==> src/rtl/ripple_count_capture_if.sv <==
// Record channel from the ripple counter capture block.
// The producer drives valid and payload; the consumer drives ready.
interface ripple_count_capture_if #(
  parameter int CNT_W   = 4,
  parameter int TOTAL_W = 16
);
  logic               out_valid;
  logic               out_ready;
  logic [CNT_W:0]     out_delta;
  logic [TOTAL_W-1:0] out_total;
  logic               out_wrap;

  modport master (
    output out_valid, out_delta, out_total, out_wrap,
    input  out_ready
  );

  modport slave (
    input  out_valid, out_delta, out_total, out_wrap,
    output out_ready
  );
endinterface

==> src/rtl/ripple_count_capture.sv <==
// Samples a glitchy ripple counter value, accepts only values held stable, and
// emits (delta, running total, wrap) records with backlog coalescing under backpressure.
module ripple_count_capture #(
  parameter int CNT_W         = 4,
  parameter int TOTAL_W       = 16,
  parameter int STABLE_CYCLES = 2
) (
  input  logic              CLK,
  input  logic              Reset_n,
  input  logic [CNT_W-1:0]  Q_in,
  input  logic              clear,
  ripple_count_capture_if.master o_rec,
  output logic              overflow
);

  localparam int SW = (STABLE_CYCLES < 2) ? 1 : $clog2(STABLE_CYCLES + 1);
  localparam logic [SW-1:0] STAB_MAX = SW'(STABLE_CYCLES);

  typedef enum logic [1:0] {IDLE, HOLD, HOLD_BL} stateT;

  stateT              r_state, w_stateNext;
  logic [CNT_W-1:0]   r_s1, r_s2, r_s2Prev, r_lastVal, w_lastValNext;
  logic [SW-1:0]      r_stabCnt, w_stabNext;
  logic [TOTAL_W-1:0] r_total, w_totalNext, w_totalNew;
  logic [TOTAL_W-1:0] r_outTotal, w_outTotalNext;
  logic [CNT_W:0]     r_acc, w_accNext, r_delta, w_deltaNext, w_accSat;
  logic [CNT_W+1:0]   w_accSum;
  logic               r_accw, w_accwNext, r_overflow, w_ovfNext;
  logic               r_wrap, w_wrapNext;
  logic               w_commit, w_dWrap, w_accOvf;
  logic [CNT_W-1:0]   w_d;

  // A stale saturated count must not accept a freshly changed sample, hence the s2==s2Prev term.
  assign w_commit   = (r_s2 == r_s2Prev) && (r_stabCnt == STAB_MAX) && (r_s2 != r_lastVal);
  assign w_d        = r_s2 - r_lastVal;
  assign w_dWrap    = (r_s2 < r_lastVal);
  assign w_totalNew = r_total + {{(TOTAL_W-CNT_W){1'b0}}, w_d};
  assign w_accSum   = {1'b0, r_acc} + {2'b00, (w_commit ? w_d : '0)};
  assign w_accOvf   = w_accSum[CNT_W+1];
  assign w_accSat   = w_accOvf ? '1 : w_accSum[CNT_W:0];

  always_comb begin
    w_stateNext    = r_state;
    w_deltaNext    = r_delta;
    w_outTotalNext = r_outTotal;
    w_wrapNext     = r_wrap;
    w_accNext      = r_acc;
    w_accwNext     = r_accw;
    w_ovfNext      = r_overflow;
    w_totalNext    = w_commit ? w_totalNew : r_total;
    w_lastValNext  = w_commit ? r_s2 : r_lastVal;
    if (r_s2 != r_s2Prev)
      w_stabNext = SW'(1);
    else if (r_stabCnt == STAB_MAX)
      w_stabNext = STAB_MAX;
    else
      w_stabNext = r_stabCnt + SW'(1);

    case (r_state)
      IDLE: begin
        if (w_commit) begin
          w_deltaNext    = {1'b0, w_d};
          w_outTotalNext = w_totalNew;
          w_wrapNext     = w_dWrap;
          w_stateNext    = HOLD;
        end
      end
      HOLD: begin
        if (o_rec.out_ready) begin
          if (w_commit) begin
            w_deltaNext    = {1'b0, w_d};
            w_outTotalNext = w_totalNew;
            w_wrapNext     = w_dWrap;
          end else begin
            w_stateNext = IDLE;
          end
        end else if (w_commit) begin
          w_accNext   = w_accSat;
          w_accwNext  = r_accw | w_dWrap;
          w_ovfNext   = r_overflow | w_accOvf;
          w_stateNext = HOLD_BL;
        end
      end
      HOLD_BL: begin
        // The handshake edge folds any same-cycle commit into the backlog record.
        if (o_rec.out_ready) begin
          w_deltaNext    = w_accSat;
          w_outTotalNext = w_totalNext;
          w_wrapNext     = r_accw | (w_commit & w_dWrap);
          w_ovfNext      = r_overflow | w_accOvf;
          w_accNext      = '0;
          w_accwNext     = 1'b0;
          w_stateNext    = HOLD;
        end else if (w_commit) begin
          w_accNext  = w_accSat;
          w_accwNext = r_accw | w_dWrap;
          w_ovfNext  = r_overflow | w_accOvf;
        end
      end
      default: w_stateNext = IDLE;
    endcase

    // last_val still advances on a dropped commit so the same value is not re-reported.
    if (clear) begin
      w_stateNext    = IDLE;
      w_totalNext    = '0;
      w_accNext      = '0;
      w_accwNext     = 1'b0;
      w_ovfNext      = 1'b0;
      w_deltaNext    = '0;
      w_outTotalNext = '0;
      w_wrapNext     = 1'b0;
    end
  end

  always_ff @(posedge CLK) begin
    if (!Reset_n) begin
      r_state    <= IDLE;
      r_s1       <= '0;
      r_s2       <= '0;
      r_s2Prev   <= '0;
      r_stabCnt  <= '0;
      r_lastVal  <= '0;
      r_total    <= '0;
      r_outTotal <= '0;
      r_delta    <= '0;
      r_wrap     <= 1'b0;
      r_acc      <= '0;
      r_accw     <= 1'b0;
      r_overflow <= 1'b0;
    end else begin
      r_state    <= w_stateNext;
      r_s1       <= Q_in;
      r_s2       <= r_s1;
      r_s2Prev   <= r_s2;
      r_stabCnt  <= w_stabNext;
      r_lastVal  <= w_lastValNext;
      r_total    <= w_totalNext;
      r_outTotal <= w_outTotalNext;
      r_delta    <= w_deltaNext;
      r_wrap     <= w_wrapNext;
      r_acc      <= w_accNext;
      r_accw     <= w_accwNext;
      r_overflow <= w_ovfNext;
    end
  end

  assign o_rec.out_valid = (r_state != IDLE);
  assign o_rec.out_delta = r_delta;
  assign o_rec.out_total = r_outTotal;
  assign o_rec.out_wrap  = r_wrap;
  assign overflow        = r_overflow;

endmodule
==> src/flat_wrapper.sv <==
// flat-port wrapper written by rule: the top's interface ports become plain ports
module ripple_count_capture_flat 
#(
  parameter int CNT_W         = 4,
  parameter int TOTAL_W       = 16,
  parameter int STABLE_CYCLES = 2
)
  (CLK, Reset_n, Q_in, clear, overflow, o_rec_out_valid, o_rec_out_delta, o_rec_out_total, o_rec_out_wrap, o_rec_out_ready);
  ripple_count_capture_if #(.CNT_W(CNT_W), .TOTAL_W(TOTAL_W)) o_rec_i ();
  input  logic CLK;
  input  logic Reset_n;
  input  logic [CNT_W-1:0] Q_in;
  input  logic clear;
  output logic overflow;
  output wire logic [$bits(o_rec_i.out_valid)-1:0] o_rec_out_valid;
  output wire logic [$bits(o_rec_i.out_delta)-1:0] o_rec_out_delta;
  output wire logic [$bits(o_rec_i.out_total)-1:0] o_rec_out_total;
  output wire logic [$bits(o_rec_i.out_wrap)-1:0] o_rec_out_wrap;
  input wire logic [$bits(o_rec_i.out_ready)-1:0] o_rec_out_ready;
  assign o_rec_out_valid = o_rec_i.out_valid;
  assign o_rec_out_delta = o_rec_i.out_delta;
  assign o_rec_out_total = o_rec_i.out_total;
  assign o_rec_out_wrap = o_rec_i.out_wrap;
  assign o_rec_i.out_ready = o_rec_out_ready;
  ripple_count_capture #(.CNT_W(CNT_W), .TOTAL_W(TOTAL_W), .STABLE_CYCLES(STABLE_CYCLES)) u_core (.CLK(CLK), .Reset_n(Reset_n), .Q_in(Q_in), .clear(clear), .o_rec(o_rec_i), .overflow(overflow));
endmodule
==> config.mk <==
export PLATFORM = sky130hd
export DESIGN_NAME = ripple_count_capture_flat
export DESIGN_NICKNAME = d
export VERILOG_FILES = /design/src/rtl/ripple_count_capture_if.sv /design/src/rtl/ripple_count_capture.sv /design/src/flat_wrapper.sv
export SDC_FILE = /design/constraint.sdc
export NUM_CORES = 1
export LEC_CHECK = 0
export CORE_MARGIN = 2
export CORE_UTILIZATION = 57
export CTS_CLUSTER_DIAMETER = 150
export DETAILED_ROUTE_END_ITERATION = 7
export HOLD_SLACK_MARGIN = 0.08
export PLACE_DENSITY_LB_ADDON = 0.08
export RECOVER_POWER = 100
export SLEW_MARGIN = 25
export SYNTH_ARGS = -nofsm -noshare
export SYNTH_HDL_FRONTEND = slang
export SYNTH_SLANG_ARGS = --single-unit
export TNS_END_PERCENT = 100
==> constraint.sdc <==
create_clock -name CLK -period 4.1 [get_ports CLK]
set_input_delay 1.025 -clock CLK [delete_from_list [all_inputs] [get_ports CLK]]
set_output_delay 1.025 -clock CLK [all_outputs]
set_load 0.05 [all_outputs]
## Yosys cells after proc, flatten, opt, wreduce, memory -nomap -nowiden

Index checks and enable logic that the tools add are counted.

- Memories kept: 0
- Logic and storage cells: 82
- Input bits: 8
- Memory bits (read-only): 0
- Latch bits: 0
- Bits in writable memories: 0
- Bits in registers: 65

- Bitwise gates (word level): 5
- Muxes and demuxes: 35
- Reduce and logical (&&, ||, !) cells: 11
- Order comparisons: 1
- Multiply operators: 0
- Shift-type cells: 0
- Equality and inequality tests: 12
- Add/sub/neg operators: 4
- Divide/modulo/power cells: 0

Operator list:

| kind | count |
|---|---|
| $mux W16 | 4 |
| $pmux W16 S3 | 1 |
| $mux W5 | 7 |
| $add A16 B4 Y16 | 1 |
| $pmux W5 S3 | 1 |
| $mux W2 | 6 |
| $mux W1 | 10 |
| $pmux W5 S2 | 1 |
| $ne A4 B4 Y1 | 2 |
| $add A5 B4 Y6 | 1 |
| $ne A2 B2 Y1 const B | 3 |
| $pmux W2 S3 | 1 |
| $eq A2 B2 Y1 const B | 2 |
| $eq A4 B4 Y1 | 1 |
| $lt A4 B4 Y1 | 1 |
| $mux W4 | 1 |
| $pmux W1 S2 | 2 |
| $reduce_and A4 Y1 | 1 |
| $reduce_bool A2 Y1 | 2 |
| $reduce_or A2 Y1 | 2 |
| $sub A4 B4 Y4 | 1 |
| $ne A3 B2 Y1 const B | 1 |
| $ne A3 B3 Y1 const B | 1 |
| $or A1 B1 Y1 | 3 |
| 11 further kinds | 12 |

## Depth between registers and ports, before layout

Gate-level depths: netlist of run 1.

- Depth after elaboration: 9
- Mapped depth: 14

## Worst setup path after synthesis of run 1

OpenSTA, ideal clock, no wires.

- Kind: register to register
- From: reg u_core.r_s2[0]
- To: reg u_core.r_delta[0] (netlist: u_core.o_rec.out_delta[0])
- Clock period less this slack: 3.133 ns
- Arrival: 3.001 ns
- Path slack: 0.967 ns
- Stages on the path, launching flop included: 14
- Buffers on the path: 1
- Cells stage by stage: dfxtp_1 > inv_1 > ha_1 > nand4_1 > nand2_1 > nor2_2 > buf_2 > and2_1 > ha_1 > and3_1 > a221o_1 > or2_2 > o211ai_1 > a21oi_1

- Longest elaborated chain between the ends: 8
- Elaborated cells on any way between the ends: 12
- Classes of those cells: add/sub: 2; eq/ne: 2; mux: 6; reduce/logical: 2

Ends and longest elaborated chain:

| item | RTL line | RTL |
|---|---|---|
| from (decl) | ripple_count_capture.sv:22 | `logic [CNT_W-1:0] r_s1, r_s2, r_s2Prev, r_lastVal, w_lastValNext;` |
| from (signal assigned) | ripple_count_capture.sv:134 | `r_s2 <= r_s1;` |
| parallel branches: the longest is 7 deep, another holds $add A5 B4 Y6 | -- |  |
| $pmux W5 S3 * | ripple_count_capture.sv:59 | `case (r_state)` |
| to (signal assigned) | ripple_count_capture.sv:140 | `r_delta <= w_deltaNext;` |
| to (decl) | ripple_count_capture.sv:26 | `logic [CNT_W:0] r_acc, w_accNext, r_delta, w_deltaNext, w_accSat;` |

Every way passes the cells marked *. The select of a mux whose other input is x is not followed.
A chain may end at the register's enable or synchronous reset.

## Worst setup path after layout of run 1

- From: reg u_core.r_s2[0]
- To: reg u_core.r_total[15]

- Longest elaborated chain between the ends: 4
- Elaborated cells on any way between the ends: 7
- Classes of those cells: add/sub: 2; eq/ne: 2; mux: 1; reduce/logical: 2

Ends and longest elaborated chain:

| item | RTL line | RTL |
|---|---|---|
| parallel branches: the longest is 3 deep, another holds $add A16 B4 Y16 | -- |  |
| $mux W16 * | ripple_count_capture.sv:50 | `w_totalNext = w_commit ? w_totalNew : r_total;` |
| to (signal assigned) | ripple_count_capture.sv:138 | `r_total <= w_totalNext;` |
| to (decl) | ripple_count_capture.sv:24 | `logic [TOTAL_W-1:0] r_total, w_totalNext, w_totalNew;` |

Every way passes the cells marked *.

==> results of run 1 <==
per-stage QoR:
| stage | instances | setup slack, ns | util |
|---|---|---|---|
| 2_1_floorplan | 363 | 0.967 | - |
| 3_3_place_gp | 454 | 1.03 | 0.651 |
| 3_5_place_dp | 454 | 0.985 | 0.651 |
| 4_1_cts | 470 | 0.974 | 0.691 |
| 5_1_grt | 470 | 0.369 | 0.685 |
| 6_report | 470 | 0.663 | 0.685 |
cell usage in the layout (no fill, tap or decap), drive strengths merged, types with 6 or more instances in the layout:
cell type / count
a21o: 7
clkbuf: 14
xnor2: 14
inv: 10
o21ai: 21
dfxtp: 65
a21oi: 39
and3: 6
nand4: 6
clkdlybuf4s50: 6
ha: 14
nand3: 17
nor2: 28
xor2: 20
and2: 16
nand2: 36
dlygate4sd3: 25
report_power, final:
group          switching [W]  internal [W]   total, W
combinational      0.0000528     0.0000324  0.0000852
clock               0.000237      0.000358   0.000595
sequential        0.00000563      0.000640   0.000646
total               0.000295       0.00103    0.00133
final cells by class:
type | instances | area share
multi-input combinational | 271 | 0.473
sequential | 65 | 0.345
timing repair buffer | 36 | 0.0893
clock buffer | 11 | 0.0375
tap | 72 | 0.0239
clock inverter | 5 | 0.0209
inverter | 10 | 0.00996
state kept, by name (all words and copies together) (netlist names):
signal and count:
u_core.o_rec.out_wrap 1, u_core.overflow 1, u_core.r_stabCnt 2, u_core.r_total 16, u_core.r_state 2, u_core.r_lastVal 4
u_core.r_s2 4, u_core.o_rec.out_total 16, u_core.o_rec.out_delta 5, u_core.r_accw 1, u_core.r_acc 5, u_core.r_s2Prev 4
u_core.r_s1 4
worst min path at each step:
stage / startpoint / endpoint / slack (ns)
after global routing: u_core.r_s1[1] / u_core.r_s2[1] / 0.45
after floorplan: u_core.r_s1[0] / u_core.r_s2[0] / 0.41
after detailed placement: u_core.r_s1[2] / u_core.r_s2[2] / 0.42
final: u_core.r_s1[2] / u_core.r_s2[2] / 0.44
after CTS: u_core.r_s1[2] / u_core.r_s2[2] / 0.44
after global placement: u_core.r_s1[1] / u_core.r_s2[1] / 0.41
logic make-up after synthesis:
kind of cell             count (synthesis)  synth area share
AND/OR/NAND/NOR                        126             0.202
AO/OA/AOI/OAI                           94             0.183
flip-flops                              65             0.402
XOR/XNOR                                34             0.101
buffers and inverters                   27            0.0383
adder cells (fa/ha/maj)                 17            0.0728
Yosys cell counts, types with 2 or more instances:
library cell | instances | share of area
dfxtp_1 | 65 | 0.40
a21oi_1 | 39 | 0.060
nand2_1 | 36 | 0.042
nor2_1 | 27 | 0.031
xor2_1 | 20 | 0.054
nand3_1 | 17 | 0.026
and2_1 | 16 | 0.031
ha_1 | 14 | 0.054
o21ai_0 | 11 | 0.017
inv_1 | 10 | 0.012
xnor2_1 | 10 | 0.027
o21ai_1 | 9 | 0.014
clkbuf_1 | 8 | 0.0093
a21o_1 | 6 | 0.014
and3_1 | 6 | 0.012
buf_2 | 6 | 0.0093
nand4_1 | 5 | 0.0097
a21boi_0 | 4 | 0.0093
a22o_1 | 4 | 0.011
xnor2_2 | 4 | 0.020
a211oi_1 | 3 | 0.0070
fa_1 | 3 | 0.019
nor3_1 | 3 | 0.0046
or2_2 | 3 | 0.0058
and4_1 | 2 | 0.0054
buf_4 | 2 | 0.0046
nand2b_1 | 2 | 0.0039
nor2b_1 | 2 | 0.0039
o211ai_1 | 2 | 0.0046
o21a_1 | 2 | 0.0046
o21bai_1 | 2 | 0.0046
per-layer routing:
metal | up-vias | part of all wire | GRT usage
met4 | 0 | 0.019 | 0.0724
met1 | 1162 | 0.48 | 0.311
met5 | - | 0 | 0
met3 | 15 | 0.055 | 0.0511
li1 | 1322 | - | -
met2 | 78 | 0.45 | 0.364
==> impl_metrics.tcl, run 1 <==
set metrics [dict create \
    synth_async_sr_flop_share 0 \
    seqCellArea_um2 1300 \
    ys_seq_elements 65 \
    synth-edff-count 0 \
    cts_root_buf "clkbuf_8" \
    gp_congestion 0.833 \
    path_class "register to register" \
    syn_inst 363 \
    worst_r2r_startpoint "u_core.r_s2[0]" \
    ys.flop_type "dfxtp_1" \
    core_area_um2 5510 \
    crit_path_end_kind "register" \
    final_nets 418 \
    syn_to_final_growth_pct 16.6 \
    io_pins 32 \
    die-area_um2 6290 \
    hpwl_mm 4.55 \
    hold_buffers 0 \
    fin_hold_ws_ns 0.436 \
    drive_above_1_share 0.0729 \
    grt_start_max_net_pins 34 \
    hp-class "register to register" \
    n_antenna_cell 0 \
    cp.required_ns 4.28 \
    cts.repair.resized 0 \
    cp-start-kind "register" \
    cts_sinks 65 \
    slew_headroom 0.203 \
    final.min_clock_period_ns 3.44 \
    cpMostUsedCell "inv_1" \
    rrSetupSlack_ns 0.66 \
    status "completed" \
    cp.arrival_ns 3.62 \
    rows 27 \
    crit_slowest_cell "nor4_1" \
    r2r_end "u_core.r_total[15]" \
    fillers 454 \
    reg2reg_depth 13 \
    first_pass_iters 6 \
    p_per_area_nw_per_um2 352 \
    final_area_um2 3770 \
    clk_path_buf_depth 2 \
    ys_seq_area_frac 0.402 \
    synth_fp_nets 388 \
    setup.worst_path.end "u_core.r_total[15]" \
    tns_ns 0 \
    cts_tree "done" \
    post_cts_buffers 0 \
    drt_iter0_markers 144 \
    postSynthAreaPerCell_um2 8.91 \
    placed_area_um2 3580 \
    vias 2577 \
    synth_cell_types 51 \
    crit_family "simple AND/OR/NAND/NOR gates" \
    hold_depth 1 \
    finalClockSkew_ns 0.00560 \
    drtAntennaViolNets 0 \
    vdd_drop_max_mv 0.285 \
    hold_viol_final 0 \
    drt_wl_total_mm 6.51 \
    antenna_found_initial 0 \
    drv_cap 0 \
    path_clk_slew_ns 0.07 \
    setup_viol 0 \
    fmax_mhz 291 \
    clock_latency_ns 0.33 \
    cp_num_buf_inv 3 \
    leakage_nw 1.52 \
    overflow 0 \
    grt.total_usage 0.229 \
    finalPower_w 0.00133 \
    path_cells "inv_1, ha_1, inv_1, fa_1, xnor2_1, inv_1, ha_1, o21ai_0, o21ba_1, nor4_1, nand3_1, xor2_1, nor2_1" \
    drv_slew 0 \
    cts_made_buffers 9 \
    crit_cells 13 \
    syn-cell-area_um2 3230 \
    multi_input_area_um2 1780 \
    grt_pass1_vias 2400 \
    dieWidth_um 79.3 \
    wl_per_cell_um 13.9 \
    start_util 0.587 \
    rsz0062_at_grt "false" \
    cpPeakStageDelay_ns 0.82 \
    startpoint "u_core.r_s2[0]" \
    ys_warn_count 0 \
    worst_pin_slew_ns 1.20 \
    drc 0 \
    die_h_um 79.3 \
    htree_levels 3 \
    grt_pass1_wl_mm 11.3 \
    crit_fanout 5 \
    io_buffers 31 \
    post-route-period-util 0.838 \
    via_per_inst 5.48 \
]
No activity file was read; power rests on OpenSTA's default activity.
==> run 2, diff against run 1 <==
clock period = 3.4 ns   (was 4.1 ns; I/O delays follow)
==> run 2 against run 1 <==
Compared with the run above: global-route usage rose by 1.6 points; hold slack is essentially flat; sequential cell count unchanged; maximum frequency increased by 11%; utilization up 0.091 points; sequential power up 21%; design area up 0.13%; via count rose by 3.3%; clock power decreased by 1%; critical path depth down 1; sequential share of layout area is essentially flat.
==> impl_metrics.tcl, run 2 (synthesis gave the netlist of run 1 again) <==
set metrics [dict create \
    finalPower_w 0.00147 \
    first_pass_iters 4 \
    path_class "register to register" \
    die-area_um2 6290 \
    antenna_found_initial 0 \
    setup_ws_ns 0.304 \
    worst_pin_slew_ns 1.10 \
    final_nets 421 \
    crit_cells 12 \
    gp_congestion 0.889 \
    place_worst_setup_slack_ns 0.336 \
    cts_tree "done" \
    cp-start-kind "register" \
    grt_pass1_vias 2541 \
    cpMostUsedCell "ha_1" \
    via_per_inst 5.63 \
    tns_ns 0 \
    drtAntennaViolNets 0 \
    fillers 468 \
    drt_wl_total_mm 6.83 \
    final.min_clock_period_ns 3.10 \
    clock_latency_ns 0.34 \
    finalClockSkew_ns 0.00684 \
    crit_slowest_cell "dfxtp_1" \
    hp-class "register to register" \
    slew_headroom 0.269 \
    post_cts_buffers 0 \
    dieWidth_um 79.3 \
    cts.repair.resized 0 \
    path_cells "inv_1, ha_1, nand4_1, nand2_1, nor2_2, and2_0, ha_1, a21o_1, a221o_1, or2_2, o211ai_1, a21oi_1" \
    hold_buffers 0 \
    grt_start_max_net_pins 25 \
    fmax_mhz 323 \
    rows 27 \
    grt.total_usage 0.245 \
    cp_num_buf_inv 1 \
    cp.required_ns 3.57 \
    crit_family "simple AND/OR/NAND/NOR gates" \
    htree_levels 3 \
    cts_made_buffers 9 \
    die_h_um 79.3 \
    leakage_nw 1.53 \
    wl_met1_mm 3.40 \
    setup_viol 0 \
    cts_root_buf "clkbuf_8" \
    grt_pass1_wl_mm 11.9 \
    hpwl_mm 4.80 \
    io_pins 32 \
    drv_slew 0 \
    wl_per_cell_um 14.4 \
    layout_common_cells "dfxtp_1, a21oi_1, nand2_1" \
    reg2reg_depth 12 \
    multi_input_area_um2 1810 \
    n_antenna_cell 0 \
    cpPeakStageDelay_ns 0.42 \
    cp.arrival_ns 3.27 \
    drive_above_1_share 0.0848 \
    hold_viol_final 0 \
    drc 0 \
    vias 2662 \
    mostFrequentLayoutCell "dfxtp_1" \
    status "completed" \
    overflow 0 \
    path_clk_slew_ns 0.07 \
    p_per_area_nw_per_um2 390 \
    drv_cap 0 \
    wl_met2_mm 2.99 \
    clk_path_buf_depth 2 \
    vdd_drop_max_mv 0.261 \
    crit_path_end_kind "register" \
    hold_depth 1 \
    syn_to_final_growth_pct 16.8 \
    wl_met3_um 278 \
    core_area_um2 5510 \
    drt_iter0_markers 233 \
    worst_r2r_startpoint "u_core.r_s2[0]" \
    post-route-period-util 0.911 \
    r2r_end "u_core.o_rec.out_delta[0]" \
    min-delay-start "u_core.r_s1[1]" \
    seqCellArea_um2 1300 \
    holdPathEnd "u_core.r_s2[1]" \
    crit_fanout 7 \
    cts_sinks 65 \
    highest_layer "met4" \
    rrSetupSlack_ns 0.30 \
    rsz0062_at_grt "false" \
    io_buffers 31 \
    start_util 0.587 \
]
==> run 2: changes by cell type in the layout (fill, tap and decap cells not counted), moves of 2 or more <==
cell	change
buf_4	+4
nor4_1	-2
o21ai_0	-2
bufinv_16	-2
o21ai_1	+2
==> run 2: layout make-up <==
cell class / count / area share
clock buffer: 14 / 0.0431
tap: 72 / 0.0239
clock inverter: 2 / 0.00331
sequential: 65 / 0.345
multi-input combinational: 271 / 0.479
inverter: 10 / 0.00994
timing repair buffer: 39 / 0.0961
==> run 2: worst max path at each step <==
stage / slack [ns] / end / start
6_report: 0.30 / u_core.o_rec.out_delta[0] / u_core.r_s2[0]
3_3_place_gp: 0.47 / u_core.o_rec.out_delta[0] / u_core.r_s2[1]
4_1_cts: 0.34 / u_core.o_rec.out_delta[0] / u_core.r_s2[1]
5_1_grt: 0.08 / u_core.o_rec.out_delta[0] / u_core.r_s2[1]
3_5_place_dp: 0.34 / u_core.o_rec.out_delta[0] / u_core.r_s2[1]
2_1_floorplan: 0.27 / u_core.o_rec.out_delta[0] / u_core.r_s2[0]
==> run 2: per-layer routing <==
metal | vias to the layer above | global-route usage
li1 | 1333 | -
met1 | 1243 | 0.342
met2 | 70 | 0.368
met3 | 16 | 0.0477
met4 | 0 | 0.110
met5 | - | 0
==> run 2: through the flow <==
step                      area (um2)  std cells  hold slack (ns)  utilization
final                           3770        473            0.436        0.686
after global routing            3770        473            0.462        0.686
after CTS                       3780        473            0.436        0.687
after detailed placement        3610        457            0.420        0.655
after global placement          3610        457            0.416        0.655
after floorplan                 3230        363            0.412            -
==> run 2: power breakdown <==
part	leakage [nW]	internal [W]	switching (W)
combinational	0.913	0.0000405	0.0000668
sequential	0.526	0.000772	0.00000679
clock	0.0867	0.000304	0.000283
==> run 3, diff against run 2 <==
CORE_UTILIZATION = 59   (was 57)
CTS_BUF_LIST = sky130_fd_sc_hd__clkbuf_8   (was not set)
==> run 3 against run 2 <==
Compared with the run above: count of clock-buffer cells in the layout decreased by 4; wire length decreased by 1.4%; clock power increased by 0.7%; clock skew increased by 0.0013 ns; via count decreased by 2.0%; combinational power about the same; maximum frequency decreased by 0.79%.
==> impl_metrics.tcl, run 3 (synthesis gave the netlist of run 1 again) <==
set metrics [dict create \
    tns_ns 0 \
    htree_levels 3 \
    crit_path_end_kind "register" \
    dieWidth_um 78.0 \
    io_buffers 31 \
    grt_pass1_vias 2602 \
    vias 2610 \
    rsz0062_at_grt "false" \
    cp.arrival_ns 3.30 \
    path_clk_slew_ns 0.07 \
    cp.required_ns 3.58 \
    final_nets 420 \
    die-area_um2 6090 \
    r2r_end "u_core.o_rec.out_delta[1]" \
    placed_area_um2 3600 \
    die_h_um 78.0 \
    grt_pass1_wl_mm 11.8 \
    leakage_nw 1.51 \
    p_clk_frac 0.401 \
    io_pins 32 \
    post_cts_buffers 0 \
    slew_headroom 0.224 \
    core_area_um2 5200 \
    drv_cap 0 \
    power_frac_seq 0.527 \
    hpwl_mm 4.67 \
    drtAntennaViolNets 0 \
    worst_pin_slew_ns 1.16 \
    highest_layer "met4" \
    vdd_drop_max_mv 0.295 \
    hold_buffers 0 \
    setup.worst_path.end "u_core.o_rec.out_delta[1]" \
    crit_fanout 5 \
    status "completed" \
    path_class "register to register" \
    hp-class "register to register" \
    startpoint "u_core.r_s2[0]" \
    drt_iter0_markers 191 \
    finalClockSkew_ns 0.00814 \
    hold_viol_final 0 \
    setup_viol 0 \
    wl_met2_mm 3.05 \
    final_area_um2 3760 \
    start_util 0.621 \
    final.min_clock_period_ns 3.12 \
    switching_share 0.258 \
    cts_made_buffers 9 \
    p_per_area_nw_per_um2 392 \
    antenna_found_initial 0 \
    grt.total_usage 0.247 \
    grt_start_max_net_pins 26 \
    layout_common_cells "dfxtp_1, a21oi_1, nand2_1" \
    worst_r2r_startpoint "u_core.r_s2[0]" \
    cts_root_buf "clkbuf_8" \
    overflow 0 \
    mostFrequentLayoutCell "dfxtp_1" \
    wl_per_cell_um 14.3 \
    first_pass_iters 4 \
    cts_tree "done" \
    p_sw_w 0.000382 \
    drt_wl_total_mm 6.74 \
    finalPower_w 0.00148 \
    rows 26 \
    n_antenna_cell 0 \
    internal_power_w 0.00110 \
    gp_congestion 0.861 \
    rrSetupSlack_ns 0.28 \
    post-route-period-util 0.918 \
    reg2reg_depth 12 \
    p_comb_frac 0.072 \
    cp-start-kind "register" \
    clk_path_buf_depth 2 \
    clock_latency_ns 0.35 \
    fmax_mhz 320 \
    wl_met1_mm 3.24 \
    cts_sinks 65 \
    cts.repair.resized 0 \
    wl_met3_um 410 \
    via_per_inst 5.55 \
    drv_slew 0 \
    drc 0 \
    drive_above_1_share 0.0850 \
    syn_to_final_growth_pct 16.4 \
]
[run 3: critical path: stages, from the launching register on]
cell and delay, ns:
dfxtp_1 0.42, inv_1 0.08, ha_1 0.19, inv_1 0.09, fa_1 0.50, and2_0 0.24, ha_1 0.30, a21o_1 0.21
a221o_1 0.36, or2_2 0.31, nor2_1 0.08, or3_1 0.11, a21oi_1 0.05
[run 3: cell type report]
| cell class | count | area (um2) |
|---|---|---|
| Timing Repair Buffer | 38 | 352 |
| Clock buffer | 10 | 138 |
| Sequential cell | 65 | 1300 |
| Inverter | 10 | 37.5 |
| Tap cell | 70 | 87.6 |
| Multi-Input combinational cell | 271 | 1810 |
| Fill cell | 423 | 1440 |
| Clock inverter | 6 | 43.8 |
[run 3: through the flow]
stage	std cells	hold slack (ns)	setup slack [ns]	utilization
global route	470	0.453	0.0968	0.723
detailed placement	454	0.422	0.399	0.691
global placement	454	0.414	0.475	0.691
CTS	470	0.443	0.375	0.726
floorplan	363	0.412	0.267	-
finish	470	0.436	0.279	0.723
[run 3: worst min path at each step]
| stage | startpoint | to | slack (ns) | cells past startpoint |
|---|---|---|---|---|
| after floorplan | u_core.r_s1[0] | u_core.r_s2[0] | 0.41 | 1 |
| after global placement | u_core.r_s1[2] | u_core.r_s2[2] | 0.41 | 1 |
| after detailed placement | u_core.r_s1[0] | u_core.r_s2[0] | 0.42 | 1 |
| after CTS | u_core.r_s1[0] | u_core.r_s2[0] | 0.44 | 1 |
| after global routing | u_core.r_s1[2] | u_core.r_s2[2] | 0.45 | 1 |
| final | u_core.r_s1[0] | u_core.r_s2[0] | 0.44 | 1 |
[run 3: power by group through the flow]
stage | Sequential, W | Combinational [W] | Clock (W)
2_1_floorplan | 0.000804 | 0.0000689 | 0
3_3_place_gp | 0.000796 | 0.000107 | 0
3_5_place_dp | 0.000797 | 0.000108 | 0
4_1_cts | 0.000779 | 0.000109 | 0.000614
5_1_grt | 0.000780 | 0.000117 | 0.000636
6_report | 0.000779 | 0.000106 | 0.000592
[run 3: routing by layer]
layer	vias to the layer above	GRT usage
met5	-	0
met4	0	0.126
met1	1209	0.325
met2	69	0.379
li1	1328	-
met3	4	0.0598
